**src/rtl/cdr_pkg.sv**
```systemverilog
// cdr_pkg: shared types and constants for the CDR phase loop controller.
//   cdr_state_e : loop state (IDLE / ACQUIRE / TRACK)
//   CNT_D_*     : delay setting driven to the phase detector in each state
//   STEP_*      : phase step applied per correction in each state
//   phase_step(): modulo phase increment/decrement helper
package cdr_pkg;

    typedef enum logic [1:0] {
        ST_IDLE  = 2'd0,
        ST_ACQ   = 2'd1,
        ST_TRACK = 2'd2
    } cdr_state_e;

    localparam logic [1:0] CNT_D_IDLE  = 2'd0;
    localparam logic [1:0] CNT_D_TRACK = 2'd1;
    localparam logic [1:0] CNT_D_ACQ   = 2'd2;

    localparam logic [5:0] STEP_ACQ    = 6'd2;
    localparam logic [5:0] STEP_TRACK  = 6'd1;

    // Move phase index nb by step in the given direction, wrapping
    // within 0..n_phases-1. Requires step < n_phases.
    function automatic logic [5:0] phase_step(
        input logic [5:0] nb,
        input logic [5:0] step,
        input logic       up,
        input logic [6:0] n_phases
    );
        logic [6:0] w_sum;
        if (up) begin
            w_sum = {1'b0, nb} + {1'b0, step};
            if (w_sum >= n_phases) begin
                w_sum = w_sum - n_phases;
            end
        end else begin
            if (nb < step) begin
                w_sum = {1'b0, nb} + n_phases - {1'b0, step};
            end else begin
                w_sum = {1'b0, nb} - {1'b0, step};
            end
        end
        return w_sum[5:0];
    endfunction

endpackage

```
**src/rtl/cdr_phase_ctrl_vote_window.sv**
```systemverilog
// vote_window: collects phase detector votes over VOTE_WIN strobes and
// produces a majority decision on the closing strobe (combinational, same
// cycle as that strobe).
//   i_clk, i_rst (sync, active-low)
//   i_clr   : discard any partial window
//   i_stb   : qualified strobe (already gated by loop activity)
//   i_T,i_E : transition / early flags
//   o_dec   : window closes this cycle
//   o_up    : late majority >= VOTE_TH (increment)
//   o_dn    : early majority >= VOTE_TH (decrement)
module vote_window #(
    parameter int unsigned VOTE_WIN = 8,
    parameter int unsigned VOTE_TH  = 2
) (
    input  logic i_clk,
    input  logic i_rst,
    input  logic i_clr,
    input  logic i_stb,
    input  logic i_T,
    input  logic i_E,
    output logic o_dec,
    output logic o_up,
    output logic o_dn
);
    import cdr_pkg::*;

    localparam logic [3:0]        LAST_STB = 4'(VOTE_WIN - 1);
    localparam logic signed [4:0] TH_POS   = 5'(VOTE_TH);
    localparam logic signed [4:0] TH_NEG   = -TH_POS;

    logic [3:0]        r_stb_cnt;
    logic [3:0]        r_late;
    logic [3:0]        r_early;
    logic [3:0]        w_late_nx;
    logic [3:0]        w_early_nx;
    logic              w_close;
    logic signed [4:0] w_d;

    // Closing strobe's own vote is folded in before the compare.
    always_comb begin
        w_late_nx  = r_late  + {3'b000, i_T & ~i_E};
        w_early_nx = r_early + {3'b000, i_T &  i_E};
        w_close    = i_stb && (r_stb_cnt == LAST_STB);
        w_d        = $signed({1'b0, w_late_nx}) - $signed({1'b0, w_early_nx});
        o_dec      = w_close;
        o_up       = w_close && (w_d >= TH_POS);
        o_dn       = w_close && (w_d <= TH_NEG);
    end

    always_ff @(posedge i_clk) begin
        if (!i_rst || i_clr || w_close) begin
            r_stb_cnt <= '0;
            r_late    <= '0;
            r_early   <= '0;
        end else if (i_stb) begin
            r_stb_cnt <= r_stb_cnt + 4'd1;
            r_late    <= w_late_nx;
            r_early   <= w_early_nx;
        end
    end

endmodule

```
**src/rtl/cdr_phase_ctrl.sv**
```systemverilog
// cdr_phase_ctrl: CDR loop controller. Majority-filters phase detector
// votes per window, steers the phase select (modulo NB_PHASES) and delay
// setting, and runs the IDLE/ACQUIRE/TRACK lock state machine.
//   i_clk    : work clock
//   i_rst    : synchronous active-low reset
//   i_en     : loop enable (0 forces IDLE, phase retained)
//   i_pd_stb : phase detector strobe, i_T/i_E valid
//   i_T,i_E  : transition / early flags
//   o_nb_P   : phase select
//   o_cnt_d  : delay setting (IDLE=0, ACQ=2, TRACK=1)
//   o_upd    : one-cycle pulse on phase change
//   o_dir    : direction of last update (1 = increment)
//   o_lock   : high in TRACK
module cdr_phase_ctrl #(
    parameter int unsigned NB_PHASES  = 50,
    parameter int unsigned NB_P_INIT  = 0,
    parameter int unsigned VOTE_WIN   = 8,
    parameter int unsigned VOTE_TH    = 2,
    parameter int unsigned LOCK_WIN   = 16,
    parameter int unsigned UNLOCK_WIN = 4
) (
    input  logic       i_clk,
    input  logic       i_rst,
    input  logic       i_en,
    input  logic       i_pd_stb,
    input  logic       i_T,
    input  logic       i_E,
    output logic [5:0] o_nb_P,
    output logic [1:0] o_cnt_d,
    output logic       o_upd,
    output logic       o_dir,
    output logic       o_lock
);
    import cdr_pkg::*;

    localparam int unsigned QW = $clog2(LOCK_WIN + 1);
    localparam int unsigned UW = $clog2(UNLOCK_WIN + 1);
    localparam logic [QW-1:0] QUIET_LAST  = QW'(LOCK_WIN - 1);
    localparam logic [UW-1:0] UNLOCK_LAST = UW'(UNLOCK_WIN - 1);

    cdr_state_e    r_state, w_state_nx;
    logic [5:0]    r_nb_p, w_nb_p_nx;
    logic [1:0]    r_cnt_d, w_cnt_d_nx;
    logic          r_upd, w_upd_nx;
    logic          r_dir, w_dir_nx;
    logic [QW-1:0] r_quiet, w_quiet_nx;
    logic [UW-1:0] r_unlock, w_unlock_nx;
    logic [5:0]    w_step;
    logic          w_stb, w_clr, w_dec, w_up, w_dn, w_corr;

    // Strobes are dropped while idle or in the cycle the loop is disabled.
    assign w_stb  = i_pd_stb && i_en && (r_state != ST_IDLE);
    assign w_clr  = !i_en || (r_state == ST_IDLE);
    assign w_corr = w_up || w_dn;

    vote_window #(
        .VOTE_WIN (VOTE_WIN),
        .VOTE_TH  (VOTE_TH)
    ) u_vote (
        .i_clk (i_clk),
        .i_rst (i_rst),
        .i_clr (w_clr),
        .i_stb (w_stb),
        .i_T   (i_T),
        .i_E   (i_E),
        .o_dec (w_dec),
        .o_up  (w_up),
        .o_dn  (w_dn)
    );

    always_ff @(posedge i_clk) begin
        if (!i_rst) begin
            r_state  <= ST_IDLE;
            r_nb_p   <= 6'(NB_P_INIT);
            r_cnt_d  <= CNT_D_IDLE;
            r_upd    <= 1'b0;
            r_dir    <= 1'b0;
            r_quiet  <= '0;
            r_unlock <= '0;
        end else begin
            r_state  <= w_state_nx;
            r_nb_p   <= w_nb_p_nx;
            r_cnt_d  <= w_cnt_d_nx;
            r_upd    <= w_upd_nx;
            r_dir    <= w_dir_nx;
            r_quiet  <= w_quiet_nx;
            r_unlock <= w_unlock_nx;
        end
    end

    always_comb begin
        w_state_nx  = r_state;
        w_nb_p_nx   = r_nb_p;
        w_dir_nx    = r_dir;
        w_upd_nx    = 1'b0;
        w_quiet_nx  = r_quiet;
        w_unlock_nx = r_unlock;
        w_cnt_d_nx  = CNT_D_IDLE;
        w_step      = (r_state == ST_TRACK) ? STEP_TRACK : STEP_ACQ;

        if (!i_en) begin
            w_state_nx  = ST_IDLE;
            w_quiet_nx  = '0;
            w_unlock_nx = '0;
        end else begin
            case (r_state)
                ST_IDLE: begin
                    w_state_nx  = ST_ACQ;
                    w_quiet_nx  = '0;
                    w_unlock_nx = '0;
                end
                ST_ACQ: begin
                    if (w_dec) begin
                        if (w_corr) begin
                            w_quiet_nx = '0;
                        end else if (r_quiet == QUIET_LAST) begin
                            w_state_nx  = ST_TRACK;
                            w_quiet_nx  = '0;
                            w_unlock_nx = '0;
                        end else begin
                            w_quiet_nx = r_quiet + 1'b1;
                        end
                    end
                end
                ST_TRACK: begin
                    // Direction compare uses the previous update's r_dir.
                    if (w_dec) begin
                        if (!w_corr || (w_up != r_dir)) begin
                            w_unlock_nx = '0;
                        end else if (r_unlock == UNLOCK_LAST) begin
                            w_state_nx  = ST_ACQ;
                            w_quiet_nx  = '0;
                            w_unlock_nx = '0;
                        end else begin
                            w_unlock_nx = r_unlock + 1'b1;
                        end
                    end
                end
                default: begin
                    w_state_nx = ST_IDLE;
                end
            endcase
        end

        // Exit from TRACK still applies this correction with the TRACK step.
        if (w_dec && w_corr) begin
            w_nb_p_nx = phase_step(r_nb_p, w_step, w_up, 7'(NB_PHASES));
            w_dir_nx  = w_up;
            w_upd_nx  = 1'b1;
        end

        case (w_state_nx)
            ST_ACQ:   w_cnt_d_nx = CNT_D_ACQ;
            ST_TRACK: w_cnt_d_nx = CNT_D_TRACK;
            default:  w_cnt_d_nx = CNT_D_IDLE;
        endcase
    end

    assign o_nb_P  = r_nb_p;
    assign o_cnt_d = r_cnt_d;
    assign o_upd   = r_upd;
    assign o_dir   = r_dir;
    assign o_lock  = (r_state == ST_TRACK);

endmodule

```
**config.mk**
```make
export PLATFORM = sky130hd
export DESIGN_NAME = cdr_phase_ctrl
export DESIGN_NICKNAME = d
export VERILOG_FILES = /design/src/rtl/cdr_pkg.sv /design/src/rtl/cdr_phase_ctrl_vote_window.sv /design/src/rtl/cdr_phase_ctrl.sv
export SDC_FILE = /design/constraint.sdc
export NUM_CORES = 1
export LEC_CHECK = 0
export ABC_AREA = 0
export CAP_MARGIN = 25
export CORE_ASPECT_RATIO = 1.4
export CORE_MARGIN = 2
export CORE_UTILIZATION = 55
export CTS_CLUSTER_DIAMETER = 100
export CTS_CLUSTER_SIZE = 10
export DETAILED_ROUTE_END_ITERATION = 12
export HOLD_SLACK_MARGIN = 0.15
export PLACE_DENSITY = 0.75
export SLEW_MARGIN = 20
export SYNTH_ARGS = -nofsm -noshare
export SYNTH_HDL_FRONTEND = slang
export SYNTH_HIERARCHICAL = 1
export SYNTH_SLANG_ARGS = --single-unit
```
**constraint.sdc**
```tcl
create_clock -name i_clk -period 5.74 [get_ports i_clk]
set_clock_uncertainty 0.15 [all_clocks]
set_input_delay 0.861 -clock i_clk [delete_from_list [all_inputs] [get_ports i_clk]]
set_output_delay 0.861 -clock i_clk [all_outputs]
set_load 0.03 [all_outputs]
```
==> impl_metrics.py <==
metrics = {
    "run_status": {
        "status": "complete, no violations",
    },
    "logic_synthesis": {
        "yosysMostFrequentCell": "dfxtp_1",
        "async_reset_ff_frac": 0,
        "seq_area_frac_synth": 0.262,
        "ys_seq_elements": 32,
        "syn-mean-instance-area_sq_um": 8.47,
        "synth_top_area_frac": 0.262,
        "synth_compound_area_frac": 0.168,
        "synth_xor_area_frac": 0.0889,
        "yosys.area.top_type": "dfxtp_1",
        "ys_types": 57,
        "synth_top_family_by_area": "simple AND/OR/NAND/NOR gates",
        "synth_warnings": 6,
        "synthAdderAreaFrac": 0.141,
        "synth.area.mux_share": 0.0450,
        "yosys_most_used_dff": "dfxtp_1",
        "syn_inst": 289,
        "syn_area_sq_um": 2450,
        "ys_top_cells_by_area": "dfxtp_1 26%, ha_1 11%, mux2i_1 4.5%",
        "yosys-top-cells-count": "32 x dfxtp_1, 28 x nor2_1, 22 x ha_1",
        "synthSimpleGateAreaFrac": 0.242,
        "synth_nets": 320,
        "synth_edf_count": 0,
    },
    "placed_design": {
        "port-buffer-count": 16,
        "gp_congestion": 0.883,
        "hpwl_um": 3900,
        "post-place-ws_ps": 733,
    },
    "setup_path": {
        "arrival_ps": 4810,
        "worstSetupPathType": "in -> reg",
        "rr_endpoint": "r_quiet[3]",
        "rrSetupSlack_ps": 1800,
        "cp.required_ps": 5810,
        "max_stage_delay_ps": 560,
        "crit_start": "i_E",
        "endpoint": "r_quiet[3]",
        "reg2reg_depth": 13,
        "path_cells": "clkdlybuf4s50_1, and2_1, ha_1, ha_1, inv_1, fa_1, maj3_1, a21oi_1, o311a_1, nor3b_1, o211ai_1, a21oi_1, a21oi_1, or4_1, a21oi_1",
        "path_max_fanout": 9,
        "cpMostUsedCell": "a21oi_1",
        "cp_slowest_cell": "or4_1",
        "start_kind": "input port",
        "worstReg2RegStart": "u_vote/r_early[0]",
        "cp-end-kind": "register",
    },
    "route": {
        "vias": 2073,
        "drt-pass1-iter-count": 4,
        "drt-total-wl_um": 5070,
        "avgRoutedWirePerCell_um": 13.9,
        "drt_iter0_markers": 86,
        "route.detailed.drc": 0,
        "viasPerCell": 5.70,
        "ant_nets": 0,
    },
    "sta": {
        "slew_viol_final": 0,
        "setup_viol": 0,
        "fin_crit_ps": 4740,
        "rsz0062_at_grt": "false",
        "timing.slew.headroom": 0.584,
        "period_share": 0.826,
        "fin_setup_tns_ps": 0,
        "fin_ws_ps": 998,
        "holdWs_ps": 325,
        "final-hold-violation-count": 0,
        "worst_pin_slew_ps": 624,
        "fmax_ghz": 0.211,
    },
    "floorplanning": {
        "num_rows": 28,
        "die_y_um": 82.9,
        "start_util": 0.578,
        "io_pins": 17,
        "coreArea_sq_um": 4240,
        "die_w_um": 60.4,
        "die-area_sq_um": 5010,
    },
    "clocking": {
        "clk_path_buf_depth": 2,
        "cts_hold_buf": 0,
        "clk_pin_slew_ps": 70,
        "root_buffer": "clkbuf_8",
        "post-cts-setup-buffers": 0,
        "cts.sinks": 32,
        "clk-insertion-delay-late_ps": 300,
        "numCtsBuffers": 5,
        "cts_tree": "done",
        "htreeDepth": 2,
        "cts_resized": 0,
    },
    "grt": {
        "overflow": 0,
        "grt_pass1_wl_um": 8960,
        "grt_pass1_vias": 2077,
        "antenna_found_initial": 0,
        "grt_max_degree": 18,
        "grt_use_total": 0.230,
    },
    "final_layout": {
        "drive_gt1_frac": 0.0757,
        "num_antenna_cells": 0,
        "multi_input_area_sq_um": 1680,
        "post-route-util": 0.647,
        "fin_nets": 334,
        "syn_to_final_growth_pct": 12.1,
        "fillers": 376,
        "regArea_sq_um": 641,
    },
    "power": {
        "p_leak_nw": 1.04,
        "ir_drop_uv": 157,
        "total_power_mw": 0.422,
        "power_density_nw_per_um2": 154,
    },
    "flow_run": {
        "cap_violations": 0,
    },
    "hold_path": {
        "worstHoldPathType": "reg -> reg",
        "min-delay-start": "r_quiet[1]",
    },
}
==> sequential cells by signal, indices dropped and copies added (netlist names) <==
name	cells
u_vote/r_stb_cnt	4
r_unlock	3
o_cnt_d	2
r_quiet	5
o_upd	1
o_nb_P	6
o_dir	1
r_state	2
u_vote/r_late	4
u_vote/r_early	4
==> worst min path at each step <==
| stage | cells after the start | slack, ps | end |
|---|---|---|---|
| after CTS | 2 | 330 | r_quiet[1] |
| after global placement | 2 | 310 | r_quiet[1] |
| after detailed placement | 2 | 320 | r_quiet[1] |
| after global routing | 2 | 340 | r_quiet[1] |
| final | 2 | 330 | r_quiet[1] |
| after floorplan | 2 | 300 | r_quiet[1] |
==> critical path: cells and delay by family <==
| family | cells | cell delay, ps |
|---|---|---|
| buffers and inverters | 2 | 480 |
| and+or+nand+nor | 3 | 960 |
| adders and majority gates | 4 | 1330 |
| AOI/OAI and AO/OA | 6 | 1170 |
==> power breakdown <==
| group | total [mW] | switching (mW) | internal, mW |
|---|---|---|---|
| Combinational | 0.0228 | 0.0122 | 0.0105 |
| Sequential | 0.224 | 0.00103 | 0.223 |
| Clock | 0.175 | 0.0905 | 0.0844 |
==> placed cells by master (no fill, tap or decap), types with 11 or more instances in the layout <==
cell type | netlist | final
dfxtp_1 | 32 | 32
nor2_1 | 28 | 28
ha_1 | 22 | 22
inv_1 | 20 | 20
a21oi_1 | 19 | 19
clkdlybuf4s50_1 | 0 | 16
o21ai_0 | 15 | 15
nand3_1 | 13 | 13
nand2_1 | 12 | 12
xor2_1 | 12 | 12
xnor2_1 | 11 | 11
mux2i_1 | 11 | 11
==> cells by family (layout without fill, tap and decap cells) <==
family	after synthesis	count (layout)
AND/OR/NAND/NOR	102	102
buffers and inverters	32	47
adder cells (fa/ha/maj)	26	26
AO/OA/AOI/OAI	62	62
flip-flops	32	32
XOR/XNOR	24	24
multiplexers	11	11
==> stage by stage <==
step	instance area, sq um	std cells
after floorplan	2450	289
after global placement	2660	356
after detailed placement	2660	356
after CTS	2740	364
after global routing	2740	364
final	2740	364
==> cell type report <==
| class | instances | area share |
|---|---|---|
| inverters | 20 | 0.0274 |
| repair buffers | 19 | 0.0666 |
| flip-flops and latches | 32 | 0.233 |
| clock inverters | 3 | 0.00684 |
| clock buffers | 5 | 0.0251 |
| well taps | 60 | 0.0274 |
| multi-input cells | 225 | 0.613 |
==> layer usage <==
metal / vias to the layer above / global-route usage / part of all wire
met2: 37 / 0.388 / 0.50
met4: 0 / 0.115 / 0.041
met3: 18 / 0.0421 / 0.031
li1: 1066 / - / -
met1: 952 / 0.266 / 0.43
met5: - / 0 / 0
No activity file was read; power rests on OpenSTA's default activity.
